==> src/rtl/frame_tx_scheduler_pkg.sv <==
// frame_tx_scheduler_pkg: shared state encoding and frame/UART constants for the frame transmit scheduler
package frame_tx_scheduler_pkg;
    typedef enum logic [2:0] {
        IDLE, SETTLE, HEADER, FETCH, LATCH, SEND, WAIT_TX, GAP
    } state_t;
    localparam logic [7:0] HEADER_BYTE       = 8'hFF;
    localparam int         BYTES_PER_FRAME   = 9216;
    localparam int         UART_CLKS_PER_BIT = 1085;
endpackage

==> src/rtl/vs_edge_sync.sv <==
// vs_edge_sync: 2-flop synchronizer for camera vsync plus rising-edge detector
//   Clk     - system clock
//   i_Rst_n - asynchronous active-low reset, clears all flops
//   i_VS    - vsync, asynchronous to Clk
//   o_Rise  - one-cycle pulse on a 0->1 edge of the synchronized vsync
module vs_edge_sync (
    input  logic Clk,
    input  logic i_Rst_n,
    input  logic i_VS,
    output logic o_Rise
);
    logic [2:0] sync_q;

    always_ff @(posedge Clk or negedge i_Rst_n)
        if (!i_Rst_n) sync_q <= '0;
        else          sync_q <= {sync_q[1:0], i_VS};

    assign o_Rise = sync_q[1] & ~sync_q[2];
endmodule

==> src/rtl/frame_tx_scheduler.sv <==
// frame_tx_scheduler: on vsync, freezes the frame buffer and streams a header byte plus the frame over a UART
//   Clk, i_Rst_n        - clock, asynchronous active-low reset
//   i_Enable            - level, permits frame transfers
//   i_VS                - camera vsync (asynchronous)
//   o_Write_Inhibit     - blocks camera writes while a frame is being read out
//   o_Rd_En, o_Rd_Addr  - frame-buffer read port; i_Rd_Data valid one cycle after o_Rd_En
//   o_Tx_Start, o_Tx_Byte, i_Tx_Busy - UART load handshake
//   o_Frame_Indicator   - high in IDLE; o_Busy - high outside IDLE
//   o_Frame_Done        - one-cycle pulse when the last byte of a frame completes
module frame_tx_scheduler
    import frame_tx_scheduler_pkg::*;
#(
    parameter int         BYTES_PER_FRAME = frame_tx_scheduler_pkg::BYTES_PER_FRAME,
    parameter int         ADDR_W          = 15,
    parameter int         SETTLE_CYCLES   = 62500000,
    parameter int         GAP_CYCLES      = 62500000,
    parameter logic [7:0] HEADER_BYTE     = frame_tx_scheduler_pkg::HEADER_BYTE
) (
    input  logic              Clk,
    input  logic              i_Rst_n,
    input  logic              i_Enable,
    input  logic              i_VS,
    output logic              o_Write_Inhibit,
    output logic              o_Rd_En,
    output logic [ADDR_W-1:0] o_Rd_Addr,
    input  logic [7:0]        i_Rd_Data,
    output logic              o_Tx_Start,
    output logic [7:0]        o_Tx_Byte,
    input  logic              i_Tx_Busy,
    output logic              o_Frame_Indicator,
    output logic              o_Frame_Done,
    output logic              o_Busy
);
    localparam int CNT_MAX = SETTLE_CYCLES > GAP_CYCLES ? SETTLE_CYCLES : GAP_CYCLES;
    localparam int CNT_W   = $clog2(CNT_MAX + 1);

    state_t            state_q, state_d;
    logic [CNT_W-1:0]  cnt_q, cnt_d;
    logic [ADDR_W-1:0] addr_q, addr_d;
    logic [7:0]        byte_q, byte_d;
    logic              hdr_q, hdr_d, abort_q, abort_d;
    logic              trig, wait_done, last;

    vs_edge_sync u_vs_edge_sync (
        .Clk     (Clk),
        .i_Rst_n (i_Rst_n),
        .i_VS    (i_VS),
        .o_Rise  (trig)
    );

    always_ff @(posedge Clk or negedge i_Rst_n)
        if (!i_Rst_n) begin
            state_q <= IDLE;
            cnt_q   <= '0;
            addr_q  <= '0;
            byte_q  <= '0;
            hdr_q   <= 1'b0;
            abort_q <= 1'b0;
        end else begin
            state_q <= state_d;
            cnt_q   <= cnt_d;
            addr_q  <= addr_d;
            byte_q  <= byte_d;
            hdr_q   <= hdr_d;
            abort_q <= abort_d;
        end

    // The counter clears on every state entry, so cnt_q==0 also marks the
    // first WAIT_TX cycle, where the UART has not yet raised busy.
    assign wait_done = state_q == WAIT_TX && cnt_q != '0 && !i_Tx_Busy;
    assign last      = addr_q == ADDR_W'(BYTES_PER_FRAME - 1);

    always_comb begin
        state_d      = state_q;
        addr_d       = addr_q;
        byte_d       = byte_q;
        hdr_d        = hdr_q;
        abort_d      = state_q == WAIT_TX && (abort_q || !i_Enable);
        o_Tx_Start   = 1'b0;
        o_Frame_Done = 1'b0;
        case (state_q)
            IDLE:    if (trig && i_Enable) state_d = SETTLE;
            SETTLE:
                if (!i_Enable) state_d = IDLE;
                else if (cnt_q == CNT_W'(SETTLE_CYCLES - 1)) begin
                    state_d = HEADER;
                    byte_d  = HEADER_BYTE;
                end
            HEADER:
                if (!i_Tx_Busy) begin
                    o_Tx_Start = 1'b1;
                    hdr_d      = 1'b1;
                    state_d    = WAIT_TX;
                end
            FETCH:   state_d = LATCH;
            LATCH: begin
                byte_d  = i_Rd_Data;
                state_d = SEND;
            end
            SEND:
                if (!i_Tx_Busy) begin
                    o_Tx_Start = 1'b1;
                    state_d    = WAIT_TX;
                end
            WAIT_TX:
                if (wait_done) begin
                    hdr_d = 1'b0;
                    if (abort_d) begin
                        state_d = IDLE;
                        addr_d  = '0;
                    end else if (hdr_q) begin
                        state_d = FETCH;
                        addr_d  = '0;
                    end else if (last) begin
                        o_Frame_Done = 1'b1;
                        state_d      = GAP;
                        addr_d       = '0;
                    end else begin
                        state_d = FETCH;
                        addr_d  = addr_q + 1'b1;
                    end
                end
            GAP:     if (!i_Enable || cnt_q == CNT_W'(GAP_CYCLES - 1)) state_d = IDLE;
            default: state_d = IDLE;
        endcase
        cnt_d = state_d != state_q ? '0 : cnt_q == CNT_W'(CNT_MAX) ? cnt_q : cnt_q + 1'b1;
    end

    assign o_Write_Inhibit   = state_q != IDLE;
    assign o_Busy            = state_q != IDLE;
    assign o_Frame_Indicator = state_q == IDLE;
    assign o_Rd_En           = state_q == FETCH;
    assign o_Rd_Addr         = addr_q;
    assign o_Tx_Byte         = byte_q;
endmodule

==> config.mk <==
export PLATFORM = sky130hd
export DESIGN_NAME = frame_tx_scheduler
export DESIGN_NICKNAME = d
export VERILOG_FILES = /design/src/rtl/frame_tx_scheduler_pkg.sv /design/src/rtl/vs_edge_sync.sv /design/src/rtl/frame_tx_scheduler.sv
export SDC_FILE = /design/constraint.sdc
export NUM_CORES = 1
export LEC_CHECK = 0
export BUFFER_PORTS_ARGS = -buffer_cell sky130_fd_sc_hd__buf_2
export CORE_UTILIZATION = 40
export DETAILED_ROUTE_END_ITERATION = 16
export PLACE_DENSITY = 0.6
export SYNTH_ARGS = -nofsm -noshare
export SYNTH_HDL_FRONTEND = slang
export SYNTH_SLANG_ARGS = --single-unit
export TNS_END_PERCENT = 50
==> constraint.sdc <==
create_clock -name Clk -period 3.5 [get_ports Clk]
set_input_delay 0.525 -clock Clk [delete_from_list [all_inputs] [get_ports Clk]]
set_output_delay 0.525 -clock Clk [all_outputs]
set_load 0.01 [all_outputs]
==> results.py, run 1 <==
metrics = {
    "route": {
        "routed_wl_mm": 6.69,
        "drtIter0Drc": 122,
        "vias_per_cell": 5.33,
        "dr.pass1.iters": 4,
        "drc": 0,
        "avgRoutedWirePerCell_um": 14.0,
        "num_vias": 2549,
        "ant_nets": 0,
    },
    "placement": {
        "placed_cell_area_um2": 3480,
        "port_buffers": 41,
        "place.gp.congestion": 0.761,
        "hpwl_mm": 4.57,
        "post-place-ws_ns": 0.934,
    },
    "status": {
        "status": "finished, final reports clean",
    },
    "clock_network": {
        "clk_path_buf_depth": 2,
        "cts_tree": "done",
        "cts.repair.resized": 0,
        "root_buffer": "clkbuf_8",
        "postCtsHoldBufs": 0,
        "cts_inserted_buffers": 9,
        "clk_latency_ns": 0.34,
        "cts_sinks": 57,
        "htreeDepth": 3,
        "post-cts-setup-buffers": 0,
        "path_clk_slew_ns": 0.06,
    },
    "final_layout": {
        "area_growth_pct": 13.0,
        "n_fill_cell": 759,
        "drive_gt1_share_pct": 22.9,
        "layout_common_cells": "dfrtp_1, buf_2, nand2_1, nor2_1, o21ai_0",
        "fin_nets": 388,
        "antenna_cells": 0,
        "final_common_cell": "dfrtp_1",
        "final_area_um2": 3640,
    },
    "synth": {
        "ys_seq_elements": 57,
        "ys.flop_type": "dfrtp_1",
        "synth_fp_nets": 349,
        "synth_area_leaders": "dfrtp_1, nor3_2, xnor2_1",
        "synth_edf_count": 0,
        "synthArstFlopShare_pct": 100,
        "synth_top_cell_area_share_pct": 44.2,
        "synth_area_per_cell_um2": 9.68,
        "ys_seq_area_share_pct": 44.2,
        "netlist_area_um2": 3220,
        "synth_largest_area_cell": "dfrtp_1",
        "ys_types": 49,
        "syn_inst": 333,
        "yosys_warnings": 0,
    },
    "grt": {
        "grt_overflow": 0,
        "grt_pass1_wl_mm": 12.0,
        "grt_start_max_net_pins": 36,
        "globalRouteTotalUtil_pct": 17.8,
        "grt_antenna_before_repair": 0,
        "grt_pass1_vias": 2483,
    },
    "floorplanning": {
        "io_pins": 42,
        "rows": 32,
        "dieArea_um2": 8420,
        "core_um2": 7770,
        "initial_core_util_pct": 41.5,
        "die_y_um": 91.8,
        "die_w_um": 91.8,
    },
    "critical_path": {
        "crit_family": "simple AND/OR/NAND/NOR gates",
        "worstPathMaxFanout": 22,
        "crit_path_start_kind": "flop",
        "cp_cell_sequence": "inv_1, ha_1, nor4b_1, nand3_1, o211ai_2, buf_4, nand2b_1, nor2_1, buf_2",
        "cp-end-kind": "primary output",
        "cp_num_buf_inv": 3,
        "max_stage_delay_ns": 0.41,
        "cp.required_ns": 2.97,
        "crit_type": "flop to primary output",
        "cpMaxStageDelayCell": "dfrtp_1",
        "arrival_ns": 2.27,
    },
    "timing": {
        "setup_violations": 0,
        "fin_crit_ns": 2.80,
        "slew_violations": 0,
        "worst_pin_slew_ns": 0.532,
        "hold_viol": 0,
        "clock_skew_ns": 0.0101,
        "post-route-period-util_pct": 79.9,
        "max_freq_mhz": 357,
        "slew-limit-headroom_pct": 64.5,
        "fin_ws_ns": 0.702,
        "setup_tns_ns": 0,
        "grt_setup_unrepaired": "no",
    },
    "power_and_ir_drop": {
        "p_per_area_nw_per_um2": 586,
        "leakagePower_nw": 1.54,
        "ir_worst_vdd_v": 0.000243,
    },
    "worst_hold_path": {
        "hp-class": "input port to async pin",
    },
    "job": {
        "drv_cap": 0,
    },
}
## kinds of logic (layout without fill, tap and decap cells)
| logic type | Yosys count | after routing | synth area share, % |
|---|---|---|---|
| buffers and inverters | 24 | 67 | 4.00 |
| flip-flops | 57 | 57 | 44.2 |
| XOR/XNOR | 25 | 25 | 6.79 |
| multiplexers | 4 | 4 | 1.24 |
| AND/OR/NAND/NOR | 159 | 159 | 30.0 |
| adder cells (fa/ha/maj) | 3 | 3 | 1.16 |
| AO/OA/AOI/OAI | 61 | 61 | 12.6 |
## worst paths after layout
kind | start | to | slack, ns | cells past startpoint
setup / recovery | cnt_q[0] | o_Frame_Done | 0.70 | 9
hold / removal | i_Rst_n | cnt_q[11] | 0.16 | 1
setup reg to reg | cnt_q[0] | cnt_q[1] | 0.93 | 9
hold reg to reg | u_vs_edge_sync.sync_q[0] | u_vs_edge_sync.sync_q[1] | 0.35 | 0
max in group asynchronous | i_Rst_n | u_vs_edge_sync.sync_q[0] | 2.47 | 2
min in group Clk | i_VS | u_vs_edge_sync.sync_q[0] | 0.31 | 1
## flip-flops by register name, summed over array words and instances, names as in the netlist
| name | count |
|---|---|
| abort_q | 1 |
| cnt_q | 26 |
| hdr_q | 1 |
| o_Rd_Addr | 15 |
| o_Tx_Byte | 8 |
| state_q | 3 |
| u_vs_edge_sync.sync_q | 3 |
## synthesized netlist by cell type (3+ instances only)
| master | n |
|---|---|
| and3_1 | 7 |
| nand2_1 | 25 |
| nand3_1 | 19 |
| nor2_1 | 25 |
| nor3_1 | 14 |
| o21ai_0 | 24 |
| nor2b_1 | 6 |
| and4_1 | 5 |
| o41ai_1 | 3 |
| xor2_1 | 9 |
| nor3_2 | 20 |
| dfrtp_1 | 57 |
| buf_2 | 4 |
| ha_1 | 3 |
| nand2b_1 | 6 |
| inv_1 | 8 |
| mux2i_1 | 4 |
| o22a_1 | 8 |
| a21oi_1 | 7 |
| nor4_1 | 4 |
| nand4_1 | 10 |
| clkbuf_1 | 6 |
| o31ai_1 | 8 |
| buf_6 | 4 |
| xnor2_1 | 16 |
## where the power goes
part | total (W) | internal [W] | switching [W]
clock | 0.000519 | 0.000267 | 0.000252
combinational | 0.000762 | 0.000273 | 0.000489
sequential | 0.000852 | 0.000747 | 0.000105
total | 0.00213 | 0.00129 | 0.000846
## layout make-up
cell class / instances / area [µm²] / share of cell area [%]
repair buffers: 44 / 228 / 6.25
clock buffers: 11 / 141 / 3.88
flip-flops and latches: 57 / 1430 / 39.2
multi-input cells: 252 / 1670 / 45.8
inverters: 8 / 30.0 / 0.824
clock inverters: 4 / 20.0 / 0.550
well taps: 102 / 128 / 3.50
## per-layer routing
layer / GRT usage, % / vias up / share of wire, %
met5: 0 / - / 0
met4: 7.03 / 0 / 1.1
met3: 4.39 / 6 / 4.4
met2: 25.8 / 60 / 43
met1: 25.5 / 1204 / 52
li1: - / 1279 / -
## per-stage QoR
step / util [%] / hold slack (ns) / cells / total power, W
detailed placement: 44.8 / 0.338 / 463 / 0.00163
floorplan: - / 0.229 / 333 / 0.00149
global placement: 44.8 / 0.343 / 463 / 0.00162
global route: 46.9 / 0.193 / 478 / 0.00229
CTS: 46.9 / 0.164 / 478 / 0.00216
finish: 46.9 / 0.160 / 478 / 0.00213
Note: power is estimated with default switching activity, not from simulation.
==> run 2: changes to the inputs <==
ABC_AREA = 1   (was default)
PLACE_DENSITY = 0.62   (was 0.6)
clock period = 2.5 ns   (was 3.5 ns; I/O delays follow)
==> results.py, run 2 <==
metrics = {
    "status": {
        "status": "finished, final reports clean",
    },
    "critical_path": {
        "cp_cell_sequence": "inv_2, nor2_4, nand2_2, nor2_1, nand2_2, buf_4, nor2_1, buf_2",
        "arrival_ns": 1.92,
        "max_stage_delay_ns": 0.49,
        "r2r_cells": 14,
        "worstPathMaxFanout": 9,
        "r2r-start": "o_Rd_Addr[1]",
        "cpMaxStageDelayCell": "dfrtp_1",
        "cp-end-kind": "primary output",
        "worstSetupStartpoint": "state_q[1]",
        "cp_num_buf_inv": 3,
        "crit_path_end": "o_Frame_Done",
        "ff2ff_setup_slack_ns": 0.30,
        "r2r-end": "cnt_q[10]",
        "crit_family": "simple AND/OR/NAND/NOR gates",
        "cp.depth": 8,
        "crit_path_start_kind": "flop",
        "cp.required_ns": 2.12,
        "crit_type": "flop to primary output",
    },
    "route": {
        "routed_wl_mm": 6.78,
        "drc": 0,
        "ant_nets": 0,
        "drtIter0Drc": 93,
        "vias_per_cell": 4.82,
        "num_vias": 2781,
        "dr.pass1.iters": 5,
        "avgRoutedWirePerCell_um": 11.7,
    },
    "floorplanning": {
        "die_y_um": 91.3,
        "core_um2": 7730,
        "io_pins": 42,
        "dieArea_um2": 8340,
        "initial_core_util_pct": 41.3,
        "rows": 32,
        "die_w_um": 91.3,
    },
    "power_and_ir_drop": {
        "switching_share_pct": 39.3,
        "ir_worst_vdd_v": 0.000454,
        "p_clk_share_pct": 27.6,
        "p_seq_share_pct": 36.4,
        "p_int_w": 0.00216,
        "p_per_area_nw_per_um2": 948,
        "combPwrFrac_pct": 35.9,
        "switchingPower_w": 0.00140,
        "leakagePower_nw": 1.78,
    },
    "timing": {
        "max_freq_mhz": 435,
        "slew-limit-headroom_pct": 53.5,
        "slew_violations": 0,
        "grt_setup_unrepaired": "no",
        "post-route-period-util_pct": 92.0,
        "clock_skew_ns": 0.00907,
        "hold_viol": 0,
        "fin_crit_ns": 2.30,
        "worst_pin_slew_ns": 0.697,
        "setup_tns_ns": 0,
        "setup_violations": 0,
    },
    "placement": {
        "place.gp.congestion": 0.844,
        "hpwl_mm": 4.83,
        "placed_cells": 559,
        "port_buffers": 41,
    },
    "synth": {
        "yosys_warnings": 0,
        "ys.flop_type": "dfrtp_1",
        "synth_area_leaders": "dfrtp_1, nor2_1, nand2_1",
        "synth_edf_count": 0,
        "synth_fp_nets": 435,
        "synth_largest_area_cell": "dfrtp_1",
        "synth_common_cells": "nor2_1, nand2_1, inv_1, dfrtp_1, xor2_1",
        "synth_top_cell_area_share_pct": 44.7,
        "ys_seq_elements": 57,
        "netlist_area_um2": 3190,
        "synth.most_common_cell": "nor2_1",
        "ys_types": 37,
        "synth_area_per_cell_um2": 7.61,
        "syn_inst": 419,
        "ys_seq_area_share_pct": 44.7,
        "synthArstFlopShare_pct": 100,
    },
    "clock_network": {
        "cts_sinks": 57,
        "cts_tree": "done",
        "clk_path_buf_depth": 2,
        "clk_latency_ns": 0.33,
        "path_clk_slew_ns": 0.07,
        "htreeDepth": 3,
        "root_buffer": "clkbuf_8",
        "cts_inserted_buffers": 9,
    },
    "final_layout": {
        "final_core_util_pct": 48.5,
        "n_fill_cell": 779,
        "final_common_cell": "nor2_1",
        "drive_gt1_share_pct": 17.5,
        "fin_nets": 486,
        "antenna_cells": 0,
        "layout_common_cells": "nor2_1, nand2_1, inv_1, dfrtp_1, buf_2",
        "instances_no_fill": 577,
        "largest_reg_flops": 26,
        "area_growth_pct": 17.6,
        "regMostFlops": "cnt_q",
    },
    "job": {
        "drv_cap": 0,
    },
    "worst_hold_path": {
        "hp-class": "input port to flop",
        "holdPathStages": 1,
    },
    "grt": {
        "grt_pass1_wl_mm": 11.9,
        "grt_start_max_net_pins": 58,
        "globalRouteTotalUtil_pct": 17.7,
        "grt_overflow": 0,
        "grt_pass1_vias": 2733,
        "grt_antenna_before_repair": 0,
    },
}
-- run 2: power groups by stage --
stage	registers, W	clock network (W)	logic [W]
finish	0.00130	0.000983	0.00128
global route	0.00133	0.00105	0.00146
floorplan	0.00134	0	0.000848
CTS	0.00129	0.00101	0.00120
global placement	0.00130	0	0.00117
detailed placement	0.00130	0	0.00119
-- run 2: what timing repair did --
action / 4_1_cts / 5_1_grt
hold buffers: 0 / 0
buffers inserted: 0 / 1
gates resized for setup: 0 / 4
endpoints found under the setup margin: 0 / 20
-- run 2: cells by family (layout without fill, tap and decap cells) --
logic type | after synthesis | after routing | synth area share, %
xor+xnor | 22 | 22 | 6.04
compound gates | 42 | 42 | 7.37
simple gates | 226 | 227 | 31.7
buf+inv | 69 | 124 | 9.02
fa+ha+maj | 3 | 3 | 1.18
flops | 57 | 57 | 44.7
-- run 2: how the worst min path moves through the flow --
stage / startpoint / to / slack, ns
final: i_VS / u_vs_edge_sync.sync_q[0] / 0.16
after global placement: u_vs_edge_sync.sync_q[0] / u_vs_edge_sync.sync_q[1] / 0.34
after detailed placement: u_vs_edge_sync.sync_q[0] / u_vs_edge_sync.sync_q[1] / 0.34
after global routing: i_VS / u_vs_edge_sync.sync_q[0] / 0.15
after CTS: i_VS / u_vs_edge_sync.sync_q[0] / 0.14
after floorplan: i_Rst_n / abort_q / 0.08
-- run 2: per-stage QoR --
step                      worst slack (ns)  cell area, µm²  hold slack, ns  power [W]
after detailed placement             0.280            3490           0.336    0.00250
after global placement               0.293            3490           0.339    0.00246
final                                0.201            3750           0.157    0.00356
after CTS                           0.0499            3720           0.142    0.00350
after global routing               0.00484            3750           0.146    0.00384
after floorplan                      0.581            3190          0.0794    0.00219
-- run 2: layout make-up --
cell class	count	area [µm²]	share of cell area [%]
sequential	57	1430	38.0
tap	102	128	3.40
clock inverter	5	77.6	2.07
multi-input combinational	294	1500	40.0
inverter	64	241	6.44
timing repair buffer	44	228	6.07
clock buffer	11	151	4.04
-- run 2: routing by layer --
| layer | part of all wire, % | global-route usage, % | routed length (µm) |
|---|---|---|---|
| met1 | 48 | 22.3 | 3260 |
| met2 | 47 | 29.7 | 3150 |
| met3 | 4.2 | 4.27 | 287 |
| met4 | 1.2 | 6.08 | 79 |
| met5 | 0 | 0 | 0 |
==> run 3: changes to the inputs <==
CELL_PAD_IN_SITES_DETAIL_PLACEMENT = 0   (was default)
CELL_PAD_IN_SITES_GLOBAL_PLACEMENT = 1   (was default)
CORE_UTILIZATION = 38   (was 40)
PLACE_DENSITY = 0.77   (was 0.62)
==> results.py, run 3 (synthesized netlist as in run 2, its figures left out) <==
metrics = {
    "grt": {
        "grt_pass1_wl_mm": 12.0,
        "grt_antenna_before_repair": 0,
        "grt_overflow": 0,
        "globalRouteTotalUtil_pct": 17.3,
        "grt_start_max_net_pins": 37,
        "grt_pass1_vias": 2675,
    },
    "final_layout": {
        "antenna_cells": 0,
        "area_growth_pct": 17.2,
        "drive_gt1_share_pct": 17.7,
        "layout_common_cells": "nor2_1, nand2_1, inv_1, dfrtp_1, buf_2",
        "instances_no_fill": 584,
        "fin_nets": 490,
        "ff_latch_area_um2": 1430,
        "final_area_um2": 3740,
        "regMostFlops": "cnt_q",
        "n_fill_cell": 842,
        "largest_reg_flops": 26,
        "multiInputGateArea_um2": 1480,
        "final_common_cell": "nor2_1",
    },
    "floorplanning": {
        "initial_core_util_pct": 39.0,
        "die_w_um": 93.6,
        "core_um2": 8180,
        "io_pins": 42,
        "die_y_um": 93.6,
        "rows": 33,
        "dieArea_um2": 8770,
    },
    "timing": {
        "hold_viol": 0,
        "clock_skew_ns": 0.00809,
        "max_freq_mhz": 435,
        "grt_setup_unrepaired": "no",
        "post-route-period-util_pct": 92.1,
        "worst_pin_slew_ns": 0.546,
        "setup_tns_ns": 0,
        "fin_crit_ns": 2.30,
        "slew-limit-headroom_pct": 63.4,
        "slew_violations": 0,
        "setup_violations": 0,
    },
    "placement": {
        "placed_cell_area_um2": 3530,
        "place.gp.congestion": 0.798,
        "hpwl_mm": 5.07,
        "placed_cells": 567,
        "port_buffers": 41,
    },
    "critical_path": {
        "crit_path_start_kind": "flop",
        "cp.required_ns": 2.12,
        "crit_type": "flop to primary output",
        "worstPathMaxFanout": 5,
        "cp-end-kind": "primary output",
        "arrival_ns": 1.93,
    },
    "clock_network": {
        "clk_latency_ns": 0.34,
        "post-cts-setup-buffers": 0,
        "clk_path_buf_depth": 2,
        "htreeDepth": 3,
        "cts_tree": "done",
        "cts_inserted_buffers": 9,
        "cts_sinks": 57,
        "path_clk_slew_ns": 0.07,
        "root_buffer": "clkbuf_8",
    },
    "route": {
        "drc": 0,
        "drtIter0Drc": 105,
        "ant_nets": 0,
        "num_vias": 2778,
        "vias_per_cell": 4.76,
        "dr.pass1.iters": 4,
        "avgRoutedWirePerCell_um": 11.7,
        "routed_wl_mm": 6.85,
    },
    "power_and_ir_drop": {
        "ir_worst_vdd_v": 0.000566,
        "switching_share_pct": 40.8,
        "p_clk_share_pct": 24.8,
        "p_seq_share_pct": 38.9,
        "combPwrFrac_pct": 36.4,
        "p_per_area_nw_per_um2": 888,
        "switchingPower_w": 0.00135,
        "leakagePower_nw": 1.77,
        "p_int_w": 0.00197,
    },
    "worst_hold_path": {
        "hp-class": "input port to flop",
    },
    "job": {
        "drv_cap": 0,
    },
    "status": {
        "status": "finished, final reports clean",
    },
}
==> run 3: changes by cell type in the layout (fill, tap and decap cells not counted), moves of 2 or more <==
cell | before | now
buf_4 | 3 | 7
bufinv_16 | 2 | 0
clkinv_2 | 3 | 1
clkinvlp_4 | 1 | 4
==> run 3: path summary, 6_finish.rpt <==
kind                       cells after the start                     start                        to  slack (ns)
max in group asynchronous                      3                   i_Rst_n                state_q[0]        1.52
setup reg to reg                              14              o_Rd_Addr[1]                 cnt_q[25]        0.35
hold / removal                                 1                      i_VS  u_vs_edge_sync.sync_q[0]        0.14
hold reg to reg                                0  u_vs_edge_sync.sync_q[0]  u_vs_edge_sync.sync_q[1]        0.36
setup / recovery                              11                  cnt_q[0]              o_Frame_Done        0.20
min in group asynchronous                      2                   i_Rst_n                 cnt_q[15]        0.35
==> run 3: what timing repair did <==
action / in CTS / in global routing
hold buffers: 1 / 0
gates resized for setup: 0 / 2
setup endpoints to repair: 0 / 1
endpoints found under the hold margin: 1 / 0
==> run 3: final cells by class <==
cell class / count / share of cell area (%)
Timing Repair Buffer: 49 / 7.16
Multi-Input combinational cell: 293 / 39.6
Sequential cell: 57 / 38.2
Clock inverter: 5 / 1.04
Clock buffer: 11 / 4.05
Tap cell: 105 / 3.51
Inverter: 64 / 6.46
==> run 3: layer usage <==
layer	vias to the layer above	share of wire, %	global-route usage (%)
met1	1308	49	22.5
li1	1427	-	-
met3	11	2.2	2.60
met4	0	1.5	7.69
met2	32	47	28.4
met5	-	0	0
==> run 3: power by group through the flow <==
stage	sequential (W)	clock, W	combinational, W
after floorplan	0.00134	0	0.000848
after global placement	0.00131	0	0.00121
after detailed placement	0.00130	0	0.00122
after CTS	0.00129	0.000855	0.00122
after global routing	0.00132	0.000897	0.00139
final	0.00129	0.000822	0.00121
==> run 3: worst max-delay path, stage by stage (launching register included) <==
cell and delay, ns:
dfrtp_1 0.38, inv_1 0.12, ha_1 0.18, nand2_1 0.05, nor2_1 0.13, nand2_1 0.07, nor2_1 0.11, nand2_2 0.12
nand2_2 0.11, buf_4 0.14, nor2_1 0.05, buf_2 0.13
==> run 3: metrics by stage <==
step / total power (W) / setup slack, ns / hold WS (ns) / util [%]
floorplan: 0.00219 / 0.581 / 0.0794 / -
global placement: 0.00251 / 0.424 / 0.170 / 43.2
detailed placement: 0.00252 / 0.342 / 0.167 / 43.2
CTS: 0.00337 / 0.111 / 0.126 / 45.7
global route: 0.00360 / 0.0383 / 0.124 / 45.7
finish: 0.00332 / 0.199 / 0.140 / 45.7
